$ cat src/rtl/adrv9001_tx_framer.sv
// rtl/adrv9001_tx_framer.sv - ADRV9001 SSI LVDS transmit framer (16-bit I/Q, 2 clk per sample)
module adrv9001_tx_framer #(
    parameter logic [15:0] STROBE_WORD = 16'h8000,
    parameter bit          DBG_EN      = 1'b0
) (
    input  logic        clk,
    input  logic        rst,
    input  logic        enable,
    input  logic        enable_mode,
    input  logic [15:0] enable_delay,
    input  logic [15:0] disable_delay,
    input  logic [31:0] s_axis_tdata,
    input  logic        s_axis_tvalid,
    output logic        s_axis_tready,
    output logic [7:0]  i_data,
    output logic [7:0]  q_data,
    output logic [7:0]  strobe,
    output logic        serdes_rst,
    output logic        adrv9001_enable,
    output logic        underflow,
    output logic [15:0] underflow_cnt,
    output logic [31:0] dbg
);

    typedef enum logic [1:0] {IDLE, EN_WAIT, ACTIVE, DIS_WAIT} state_t;

    state_t      state;
    logic        ph;
    logic [15:0] cnt;
    logic [7:0]  lo_i;
    logic [7:0]  lo_q;
    logic [15:0] en_dly;
    logic [15:0] dis_dly;

    // SPI-controlled enable has no pin latency to hide, so both delays collapse to zero
    assign en_dly        = enable_mode ? enable_delay  : 16'd0;
    assign dis_dly       = enable_mode ? disable_delay : 16'd0;
    assign s_axis_tready = (state == ACTIVE) && !ph;
    assign dbg           = DBG_EN ? {13'd0, state, ph, cnt} : 32'd0;

    always_ff @(posedge clk) begin
        if (rst) begin
            state           <= IDLE;
            ph              <= 1'b0;
            cnt             <= 16'd0;
            lo_i            <= 8'd0;
            lo_q            <= 8'd0;
            i_data          <= 8'd0;
            q_data          <= 8'd0;
            strobe          <= 8'd0;
            serdes_rst      <= 1'b1;
            adrv9001_enable <= 1'b0;
            underflow       <= 1'b0;
            underflow_cnt   <= 16'd0;
        end else begin
            adrv9001_enable <= enable & enable_mode;
            underflow       <= 1'b0;
            ph              <= (state == IDLE) ? 1'b0 : ~ph;
            case (state)
                IDLE: begin
                    i_data     <= 8'd0;
                    q_data     <= 8'd0;
                    strobe     <= 8'd0;
                    serdes_rst <= 1'b1;
                    if (enable) begin
                        state         <= EN_WAIT;
                        cnt           <= en_dly;
                        underflow_cnt <= 16'd0;
                        serdes_rst    <= 1'b0;
                    end
                end
                EN_WAIT: begin
                    i_data     <= 8'd0;
                    q_data     <= 8'd0;
                    strobe     <= 8'd0;
                    serdes_rst <= 1'b0;
                    if (!enable) begin
                        state      <= IDLE;
                        ph         <= 1'b0;
                        serdes_rst <= 1'b1;
                    end else if (ph) begin
                        if (cnt == 16'd0) state <= ACTIVE;
                        else              cnt   <= cnt - 16'd1;
                    end
                end
                ACTIVE, DIS_WAIT: begin
                    if (!ph) begin
                        // slot boundary: latch the whole sample, emit the high bytes now
                        if (state == ACTIVE && s_axis_tvalid) begin
                            i_data <= s_axis_tdata[31:24];
                            q_data <= s_axis_tdata[15:8];
                            lo_i   <= s_axis_tdata[23:16];
                            lo_q   <= s_axis_tdata[7:0];
                        end else begin
                            i_data <= 8'd0;
                            q_data <= 8'd0;
                            lo_i   <= 8'd0;
                            lo_q   <= 8'd0;
                        end
                        if (state == ACTIVE && !s_axis_tvalid) begin
                            underflow <= 1'b1;
                            if (underflow_cnt != 16'hFFFF)
                                underflow_cnt <= underflow_cnt + 16'd1;
                        end
                        strobe <= STROBE_WORD[15:8];
                    end else begin
                        i_data <= lo_i;
                        q_data <= lo_q;
                        strobe <= STROBE_WORD[7:0];
                        if (state == ACTIVE) begin
                            if (!enable) begin
                                state <= DIS_WAIT;
                                cnt   <= dis_dly;
                            end
                        end else if (cnt == 16'd0) begin
                            state      <= IDLE;
                            serdes_rst <= 1'b1;
                        end else begin
                            cnt <= cnt - 16'd1;
                        end
                    end
                end
                default: state <= IDLE;
            endcase
        end
    end

endmodule

$ cat config.mk
export PLATFORM = sky130hd
export DESIGN_NAME = adrv9001_tx_framer
export DESIGN_NICKNAME = d
export VERILOG_FILES = /design/src/rtl/adrv9001_tx_framer.sv
export SDC_FILE = /design/constraint.sdc
export NUM_CORES = 1
export LEC_CHECK = 0
export BUFFER_PORTS_ARGS = -buffer_cell sky130_fd_sc_hd__buf_2
export CAP_MARGIN = 25
export CORE_MARGIN = 3
export CORE_UTILIZATION = 55
export CTS_BUF_LIST = sky130_fd_sc_hd__clkbuf_4
export DETAILED_ROUTE_END_ITERATION = 8
export GPL_TIMING_DRIVEN = 0
export HOLD_SLACK_MARGIN = 0.08
export PLACE_DENSITY = 0.88
export SKIP_CTS_REPAIR_TIMING = 1
export SLEW_MARGIN = 20
export SYNTH_ARGS = -nofsm -noshare
export SYNTH_HDL_FRONTEND = slang
export SYNTH_SLANG_ARGS = --single-unit
$ cat constraint.sdc
create_clock -name clk -period 4.9 [get_ports clk]
set_input_delay 0.49 -clock clk [delete_from_list [all_inputs] [get_ports clk]]
set_output_delay 0.49 -clock clk [all_outputs]
set_load 0.005 [all_outputs]
==> flow_metrics.py, run 1 <==
metrics = {
    "pwr": {
        "swShare": 0.330,
        "cellLeakagePower_nw": 2.03,
        "power_frac_clock": 0.272,
        "irDropWorstVdd_uv": 129,
        "power_frac_seq": 0.505,
        "intPower_uw": 805,
        "pwr-share-comb": 0.224,
        "power.switching_uw": 397,
        "power.density_mw_per_mm2": 251,
    },
    "routing": {
        "drt-total-wl_mm": 10.9,
        "ant_nets": 0,
        "firstDrtPassIters": 5,
        "post_drt_wl_per_cell_um": 15.2,
        "vias": 4096,
        "drt_iter0_drc": 314,
        "drcViolationCount": 0,
        "viasPerCell": 5.70,
    },
    "clock_tree": {
        "clkLatencyLatePin_ps": 440,
        "cts_tree": "done",
        "clock_sinks": 71,
        "clk_pin_slew_worst_paths_ps": 130,
        "cts_buffer_depth": 2,
        "root_buffer": "clkbuf_4",
        "cts_buffers": 9,
        "htreeDepth": 3,
    },
    "finish": {
        "nNetsFinal": 689,
        "stdcell_count": 718,
        "final_cell_mix": "buf_2 (113), dfxtp_1 (71), nor2_1 (61), buf_4 (40), conb_1 (39)",
        "fill_cells": 588,
        "area_growth_pct": 23.4,
        "layout_commonest_cell": "buf_2",
        "n_antenna_cell": 0,
        "drive_gt1_frac": 0.294,
    },
    "sta": {
        "slew_violations": 0,
        "min_period_ps": 2320,
        "report.final.hold_viol_count": 0,
        "fin_crit_sh": 0.473,
        "fmax_mhz": 431,
        "rsz0062_at_grt": "no",
        "tightest_slew_ps": 843,
        "skew_ps": 21.0,
        "maxSlewHeadroom": 0.433,
        "finalSetupTns_ps": 0,
        "setup_viol": 0,
    },
    "setup_path": {
        "critPathKind": "reg2reg",
        "startpoint": "underflow_cnt[0]$_SDFFE_PP0P_",
        "cp-end-kind": "register",
        "critPathLaunchType": "register",
        "reg2reg_from": "underflow_cnt[0]$_SDFFE_PP0P_",
        "cp-endpoint": "underflow_cnt[6]$_SDFFE_PP0P_",
        "rrSetupSlack_ps": 2580,
        "required_ps": 5260,
        "crit_arrival_ps": 2680,
        "r2r_cells": 8,
        "r2r-end": "underflow_cnt[6]$_SDFFE_PP0P_",
        "path_max_fanout": 10,
    },
    "worst_hold_path": {
        "hold_path.class": "in2reg",
    },
    "floorplan": {
        "rows": 30,
        "die_h_um": 90.1,
        "ios": 145,
        "die_w_um": 90.1,
        "initial_core_util": 0.569,
        "coreArea_mm2": 0.00683,
        "die_area_mm2": 0.00811,
    },
    "synth": {
        "ys_warn_count": 0,
        "async_flop_share": 0,
        "avgSynthCellArea_um2": 8.41,
        "netlist_instances": 462,
        "ys.flop_type": "dfxtp_1",
        "synth-edff-count": 0,
        "ys_seq_area_frac": 0.366,
        "synthesis.area_mm2": 0.00389,
        "yosysUniqueCellTypes": 62,
        "synth-seq-cells": 71,
    },
    "status": {
        "status": "finished, final reports clean",
    },
    "global_routing": {
        "grt_pass1_wl_mm": 17.7,
        "grt_max_degree": 14,
        "antenna_found_initial": 0,
        "gr-max-usage-layer": "met2",
        "overflow": 0,
        "met1_usage": 0.333,
        "use_met2": 0.422,
        "grt_use_total": 0.265,
        "grt_pass1_vias": 3845,
        "met3_usage": 0.0686,
    },
    "run": {
        "max_cap_violations": 0,
    },
    "place": {
        "io_buffers": 105,
        "gp_congestion": 0.937,
        "dp_cells": 702,
        "post-dp-hpwl_mm": 8.03,
    },
}
-- power groups by stage --
stage / Sequential (mW) / Combinational, mW / Clock, mW
after floorplan: 0.615 / 0.187 / 0
after global placement: 0.618 / 0.255 / 0
after detailed placement: 0.619 / 0.259 / 0
after CTS: 0.606 / 0.261 / 0.326
after global routing: 0.609 / 0.296 / 0.356
final: 0.607 / 0.269 / 0.326
-- state kept, by name, summed over array words and instances (netlist names), named ones only --
| register | flops |
|---|---|
| state | 1 |
| strobe | 1 |
| adrv9001_enable | 1 |
| q_data | 8 |
| underflow_cnt | 16 |
| ph | 1 |
| i_data | 8 |
| lo_q | 8 |
| cnt | 16 |
| lo_i | 8 |
| underflow | 1 |
| serdes_rst | 1 |
-- cell type report --
| class | instances | area, µm² | area share |
|---|---|---|---|
| flip-flops and latches | 71 | 1420 | 0.296 |
| well taps | 96 | 120 | 0.0251 |
| clock inverters | 7 | 47.5 | 0.00992 |
| plain buffers | 66 | 414 | 0.0864 |
| inverters | 9 | 33.8 | 0.00705 |
| clock buffers | 9 | 67.6 | 0.0141 |
| repair buffers | 106 | 531 | 0.111 |
| multi-input cells | 354 | 2160 | 0.450 |
-- per-layer routing --
metal	vias up	part of all wire
met3	37	0.096
met2	232	0.48
met4	0	0.028
met1	1888	0.40
met5	-	0
li1	1939	-
-- cell families (layout without fill, tap and decap cells) --
kind of cell               count (synthesis)  in the layout  share of synthesized area
DFF                                       71             71                      0.366
adders and majority gates                  3              3                    0.00966
other                                      1             39                   0.000965
AOI/OAI and AO/OA                        113            113                      0.208
muxes                                     24             24                     0.0625
and+or+nand+nor                          175            175                      0.238
buffers and inverters                     75            197                      0.115
-- worst min-delay path by stage --
stage | from | to | slack [ps] | cells past startpoint
3_5_place_dp | lo_i[6]$_SDFFE_PP0P_ | i_data[6]$_SDFF_PP0_ | 500 | 2
3_3_place_gp | lo_i[6]$_SDFFE_PP0P_ | lo_i[6]$_SDFFE_PP0P_ | 490 | 2
6_report | s_axis_tdata[30] | i_data[6]$_SDFF_PP0_ | 280 | 3
4_1_cts | s_axis_tdata[30] | i_data[6]$_SDFF_PP0_ | 270 | 3
5_1_grt | s_axis_tdata[25] | i_data[1]$_SDFF_PP0_ | 260 | 3
2_1_floorplan | cnt[14]$_SDFFE_PP0P_ | cnt[14]$_SDFFE_PP0P_ | 470 | 2
-- per-stage QoR --
| step | total power, mW | hold slack (ps) | worst slack [ps] | util | cell area [µm²] |
|---|---|---|---|---|---|
| final | 1.20 | 280 | 2580 | 0.702 | 4790 |
| after global routing | 1.26 | 262 | 2380 | 0.702 | 4790 |
| after CTS | 1.19 | 272 | 2600 | 0.702 | 4790 |
| after detailed placement | 0.878 | 499 | 2600 | 0.685 | 4680 |
| after global placement | 0.873 | 489 | 2680 | 0.684 | 4670 |
| after floorplan | 0.802 | 470 | 2880 | - | 4030 |
-- critical path, cell delays in order (launching register included) --
cell     delay (ps)
dfxtp_1         450
ha_1            230
nand3_1         140
or2_2           310
buf_2           180
o31ai_4         420
buf_4           250
a21oi_1          60
o32ai_1         220
-- cells in the mapped netlist, drive strengths merged (4+ instances only) --
cell | instances | area [µm²]
a22oi | 32 | 240
nor2b | 4 | 25.0
dfxtp | 71 | 1420
nand2 | 24 | 90.1
nor4 | 10 | 77.6
mux2i | 22 | 220
o32ai | 4 | 35.0
o21ai | 16 | 83.8
a31oi | 7 | 43.8
nand3 | 12 | 65.1
nand2b | 6 | 37.5
and2 | 5 | 31.3
nor3 | 10 | 50.1
a21oi | 19 | 95.1
clkbuf | 16 | 60.1
or3 | 11 | 68.8
nor2 | 61 | 229
inv | 8 | 30.0
a211oi | 5 | 37.5
or4 | 12 | 97.6
buf | 50 | 354
nand4 | 5 | 31.3
o31ai | 8 | 73.8
No activity file was read; power rests on OpenSTA's default activity.
==> run 2, diff against run 1 <==
--- a/config.mk
+++ b/config.mk
@@ -8,12 +8,12 @@
 export BUFFER_PORTS_ARGS = -buffer_cell sky130_fd_sc_hd__buf_2
 export CAP_MARGIN = 25
 export CORE_MARGIN = 3
-export CORE_UTILIZATION = 55
+export CORE_UTILIZATION = 51
 export CTS_BUF_LIST = sky130_fd_sc_hd__clkbuf_4
 export DETAILED_ROUTE_END_ITERATION = 8
 export GPL_TIMING_DRIVEN = 0
 export HOLD_SLACK_MARGIN = 0.08
-export PLACE_DENSITY = 0.88
+export PLACE_DENSITY = 0.82
 export SKIP_CTS_REPAIR_TIMING = 1
 export SLEW_MARGIN = 20
 export SYNTH_ARGS = -nofsm -noshare
==> constraint.sdc (replaced) <==
create_clock -name clk -period 2.3 [get_ports clk]
set_input_delay 0.23 -clock clk [delete_from_list [all_inputs] [get_ports clk]]
set_output_delay 0.23 -clock clk [all_outputs]
set_load 0.005 [all_outputs]
==> run 2 against run 1 <==
Cell area rose by 7.8%. Critical path depth rose by 1. Sequential cell count did not move. Sequential power rose by 110%. Worst hold slack got worse by 220 ps. Combinational power rose by 130%. Final cell count rose by 4.9%. Power rose by 140%. First-iteration DRC count rose by 15%. Global-route usage fell by 2.4 points. Clock power rose to 3.0 times the previous value. Largest cell class unchanged.
==> flow_metrics.py, run 2 (synthesis gave the netlist of run 1 again) <==
metrics = {
    "sta": {
        "skew_ps": 17.2,
        "min_period_ps": 2290,
        "maxSlewHeadroom": 0.596,
        "report.final.hold_viol_count": 0,
        "tightest_slew_ps": 606,
        "fin_crit_sh": 0.994,
        "fmax_mhz": 438,
        "setup_viol": 0,
        "fin_ws_ps": 14.4,
        "slew_violations": 0,
    },
    "finish": {
        "layout_commonest_cell": "buf_2",
        "drive_gt1_frac": 0.287,
        "register_area_mm2": 0.00142,
        "final_cell_mix": "buf_2 (111), dfxtp_1 (71), nor2_1 (61), buf_4 (43), conb_1 (39)",
        "multi_input_area_mm2": 0.00217,
        "utilization": 0.705,
        "nNetsFinal": 719,
        "area_growth_pct": 32.9,
        "top_regs": "cnt x16, underflow_cnt x16",
        "fill_cells": 571,
    },
    "place": {
        "io_buffers": 105,
        "dpl_worst_slack_ps": 44.6,
        "post-dp-hpwl_mm": 7.93,
        "gp_congestion": 0.955,
    },
    "clock_tree": {
        "clkLatencyLatePin_ps": 420,
        "clk_pin_slew_worst_paths_ps": 130,
        "clock_sinks": 71,
        "root_buffer": "clkbuf_4",
        "cts_buffer_depth": 2,
        "cts_buffers": 9,
        "cts_tree": "done",
        "htreeDepth": 3,
    },
    "setup_path": {
        "crit_buf_inv": 4,
        "slowest_delay_ps": 370,
        "path_common_cell": "clkbuf_1",
        "crit_family": "buffers and inverters",
        "reg2reg_from": "ph$_SDFF_PP0_",
        "required_ps": 2610,
        "crit_chain": "buf_2, nand2b_1, clkbuf_1, nor2_1, and2_1, clkbuf_1, clkbuf_1, a22oi_1, nor2_1",
        "startpoint": "ph$_SDFF_PP0_",
        "cp_slowest_cell": "dfxtp_1",
        "path_max_fanout": 10,
        "critPathLaunchType": "register",
        "critPathKind": "reg2reg",
        "crit_arrival_ps": 2590,
        "cp-end-kind": "register",
    },
    "pwr": {
        "power.density_mw_per_mm2": 559,
        "irDropWorstVdd_uv": 351,
        "cellLeakagePower_nw": 2.19,
        "p_total_mw": 2.89,
    },
    "global_routing": {
        "grt_use_total": 0.241,
        "antenna_found_initial": 1,
        "grt_pass1_vias": 3656,
        "overflow": 0,
        "grt_pass1_wl_mm": 16.9,
        "grt_max_degree": 15,
    },
    "floorplan": {
        "die_w_um": 93.3,
        "initial_core_util": 0.530,
        "die_area_mm2": 0.00870,
        "coreArea_mm2": 0.00733,
        "ios": 145,
        "die_h_um": 93.3,
        "rows": 31,
    },
    "routing": {
        "drcViolationCount": 0,
        "post_drt_wl_per_cell_um": 16.1,
        "drt_iter0_drc": 360,
        "viasPerCell": 5.70,
        "vias": 4293,
        "firstDrtPassIters": 5,
        "drt-total-wl_mm": 12.1,
        "ant_nets": 0,
    },
    "worst_hold_path": {
        "hold_path.class": "in2reg",
        "hold_start": "s_axis_tdata[30]",
    },
    "run": {
        "max_cap_violations": 0,
    },
    "status": {
        "status": "finished, final reports clean",
    },
}
-- run 2: changes by cell type in the layout (fill, tap and decap cells not counted), sizes merged --
cell	before	now
buf	156	157
diode	0	2
clkinv	3	2
inv	9	11
clkbuf	25	26
dlygate4sd3	0	28
bufinv	0	2
clkinvlp	4	1
-- run 2: final cells by class --
cell class | instances | area share
well taps | 99 | 0.0240
diodes | 2 | 0.000969
clock buffers | 9 | 0.0131
clock inverters | 7 | 0.0199
inverters | 9 | 0.00654
flip-flops and latches | 71 | 0.275
plain buffers | 65 | 0.0797
repair buffers | 137 | 0.161
multi-input cells | 354 | 0.419
-- run 2: routing by layer --
metal / part of all wire / global-route usage / up-vias / routed length (µm)
met1: 0.39 / 0.308 / 1957 / 4690
li1: - / - / 2010 / -
met4: 0.049 / 0.0781 / 0 / 596
met5: 0 / 0 / - / 0
met2: 0.49 / 0.409 / 266 / 5910
met3: 0.076 / 0.0451 / 60 / 918
-- run 2: worst paths after layout --
| check | to | cells after the start | slack, ps |
|---|---|---|---|
| max reg2reg | q_data[4]$_SDFF_PP0_ | 9 | 10 |
| max | q_data[4]$_SDFF_PP0_ | 9 | 10 |
| min | i_data[6]$_SDFF_PP0_ | 3 | 60 |
| min reg2reg | cnt[14]$_SDFFE_PP0P_ | 2 | 520 |
-- run 2: power breakdown --
part / switching, mW / leakage [nW] / internal (mW) / total (mW)
sequential: 0.0383 / 0.574 / 1.26 / 1.30
clock: 0.511 / 0.0875 / 0.454 / 0.965
combinational: 0.347 / 1.53 / 0.278 / 0.625
total: 0.896 / 2.19 / 1.99 / 2.89
-- run 2: worst register-to-register path, delay by kind of cell (launching register included) --
family	cells	cell delay (ps)
buf+inv	4	970
flops	1	370
simple gates	4	470
compound gates	1	360
-- run 2: stage by stage --
stage	instances	TNS, ps	cell area (µm²)	hold slack (ps)
4_1_cts	721	0	4850	18.4
3_3_place_gp	704	0	4680	466
3_5_place_dp	705	0	4680	470
2_1_floorplan	500	0	4030	374
6_report	753	0	5170	57.5
5_1_grt	752	-820	5160	87.9
==> run 3, diff against run 2 <==
--- a/config.mk
+++ b/config.mk
@@ -7,6 +7,7 @@
 export LEC_CHECK = 0
 export BUFFER_PORTS_ARGS = -buffer_cell sky130_fd_sc_hd__buf_2
 export CAP_MARGIN = 25
+export CORE_ASPECT_RATIO = 2
 export CORE_MARGIN = 3
 export CORE_UTILIZATION = 51
 export CTS_BUF_LIST = sky130_fd_sc_hd__clkbuf_4
==> run 3 against run 2 <==
Register-to-register slack gained 120 ps. Worst hold slack gained 8.5 ps. First-iteration DRC count shrank 16%. Non-clock buffer count grew 1. Sequential share of layout area grew 0.14 points. Largest power group unchanged.
==> flow_metrics.py, run 3 (synthesis gave the netlist of run 1 again) <==
metrics = {
    "status": {
        "status": "finished, final reports clean",
    },
    "run": {
        "max_cap_violations": 0,
    },
    "global_routing": {
        "antenna_found_initial": 0,
        "grt_use_total": 0.257,
        "overflow": 0,
        "grt_pass1_wl_mm": 17.1,
        "grt_max_degree": 13,
        "grt_pass1_vias": 3707,
    },
    "sta": {
        "fin_hold_ws_ps": 66.0,
        "tightest_slew_ps": 807,
        "maxSlewHeadroom": 0.458,
        "min_period_ps": 2160,
        "skew_ps": 12.8,
        "report.final.hold_viol_count": 0,
        "fmax_mhz": 462,
        "rsz0062_at_grt": "no",
        "fin_crit_sh": 0.940,
        "setup_viol": 0,
        "slew_violations": 0,
    },
    "floorplan": {
        "die_area_mm2": 0.00877,
        "die_h_um": 129,
        "coreArea_mm2": 0.00732,
        "ios": 145,
        "initial_core_util": 0.531,
        "rows": 44,
        "die_w_um": 67.7,
    },
    "clock_tree": {
        "cts_buffers": 9,
        "clk_pin_slew_worst_paths_ps": 120,
        "htreeDepth": 3,
        "root_buffer": "clkbuf_4",
        "cts_buffer_depth": 2,
        "clkLatencyLatePin_ps": 430,
        "clock_sinks": 71,
        "cts_tree": "done",
    },
    "worst_hold_path": {
        "hold_path.class": "in2reg",
        "min_path_cells": 3,
    },
    "setup_path": {
        "path_max_fanout": 10,
        "r2r_cells": 7,
        "crit_chain": "buf_6, or4b_4, o21ai_2, o31ai_4, buf_4, or4_1, a31oi_1",
        "crit_family": "simple AND/OR/NAND/NOR gates",
        "critPathKind": "reg2reg",
        "cp_slowest_cell": "or4b_4",
        "crit_arrival_ps": 2520,
        "path_depth": 7,
        "critPathLaunchType": "register",
        "required_ps": 2660,
        "crit_buf_inv": 2,
        "cp-end-kind": "register",
        "slowest_delay_ps": 570,
    },
    "place": {
        "post-dp-hpwl_mm": 8.68,
        "io_buffers": 105,
        "gp_congestion": 0.946,
        "place_area_mm2": 0.00467,
    },
    "routing": {
        "ant_nets": 0,
        "post_drt_wl_per_cell_um": 16.3,
        "firstDrtPassIters": 5,
        "drt-total-wl_mm": 12.2,
        "drt_iter0_drc": 303,
        "drcViolationCount": 0,
        "vias": 4232,
        "viasPerCell": 5.68,
    },
    "finish": {
        "top_regs": "cnt x16, underflow_cnt x16",
        "nNetsFinal": 720,
        "layout_commonest_cell": "buf_2",
        "n_antenna_cell": 0,
        "final_area_mm2": 0.00515,
        "final_cell_mix": "buf_2 (109), dfxtp_1 (69), nor2_1 (61), buf_4 (42), conb_1 (39)",
        "drive_gt1_frac": 0.289,
        "area_growth_pct": 32.5,
    },
    "pwr": {
        "power.density_mw_per_mm2": 528,
        "irDropWorstVdd_uv": 450,
        "cellLeakagePower_nw": 2.20,
        "p_total_mw": 2.72,
    },
}
==> run 3: changes by cell type in the layout (fill, tap and decap cells not counted), sizes merged <==
cell,change
dlygate4sd3,+4
buf,-3
clkinv,+3
diode,-2
inv,-2
bufinv,-1
clkbuf,+1
clkinvlp,-1
==> run 3: metal layers <==
layer,track usage,wire length [µm],part of all wire
met1,0.262,4230,0.35
met2,0.462,6800,0.56
met3,0.0572,785,0.064
met4,0.144,367,0.030
met5,0,0,0
==> run 3: path summary, 6_finish.rpt <==
check                                      from  slack (ps)                              to
setup / recovery          state[0]$_SDFFE_PP0P_         140  underflow_cnt[11]$_SDFFE_PP0P_
hold / removal                 s_axis_tdata[17]          70            lo_i[1]$_SDFFE_PP0P_
setup reg to reg          state[0]$_SDFFE_PP0P_         140  underflow_cnt[11]$_SDFFE_PP0P_
hold reg to reg   underflow_cnt[0]$_SDFFE_PP0P_         500   underflow_cnt[0]$_SDFFE_PP0P_
==> run 3: report_power, final <==
group,total (mW),switching (mW),internal (mW)
Sequential,1.29,0.0360,1.26
Clock,0.805,0.464,0.341
Combinational,0.622,0.344,0.278
Total,2.72,0.844,1.88
==> run 3: worst reg2reg max path, cell delays in order (launching register included) <==
cell and delay, ps:
dfxtp_1 320, buf_6 130, or4b_4 570, o21ai_2 140
o31ai_4 140, buf_4 150, or4_1 470, a31oi_1 180
==> run 3: area by class of cell <==
cell class                 count  area, µm²
fill                         595       2170
multi-input combinational    354       2170
sequential                    71       1420
timing repair buffer         139        861
buffer                        64        414
tap                           92        115
clock buffer                  10       75.1
clock inverter                 6       60.1
inverter                       9       33.8
==> run 3: stage by stage <==
step | utilization | setup TNS [ps] | std cells | setup WS [ps]
after floorplan | - | 0 | 500 | 281
after global placement | 0.638 | -153 | 697 | -70.4
after detailed placement | 0.638 | -688 | 697 | -133
after CTS | 0.656 | -913 | 713 | -157
after global routing | 0.703 | 0 | 745 | 14.1
final | 0.703 | 0 | 745 | 138
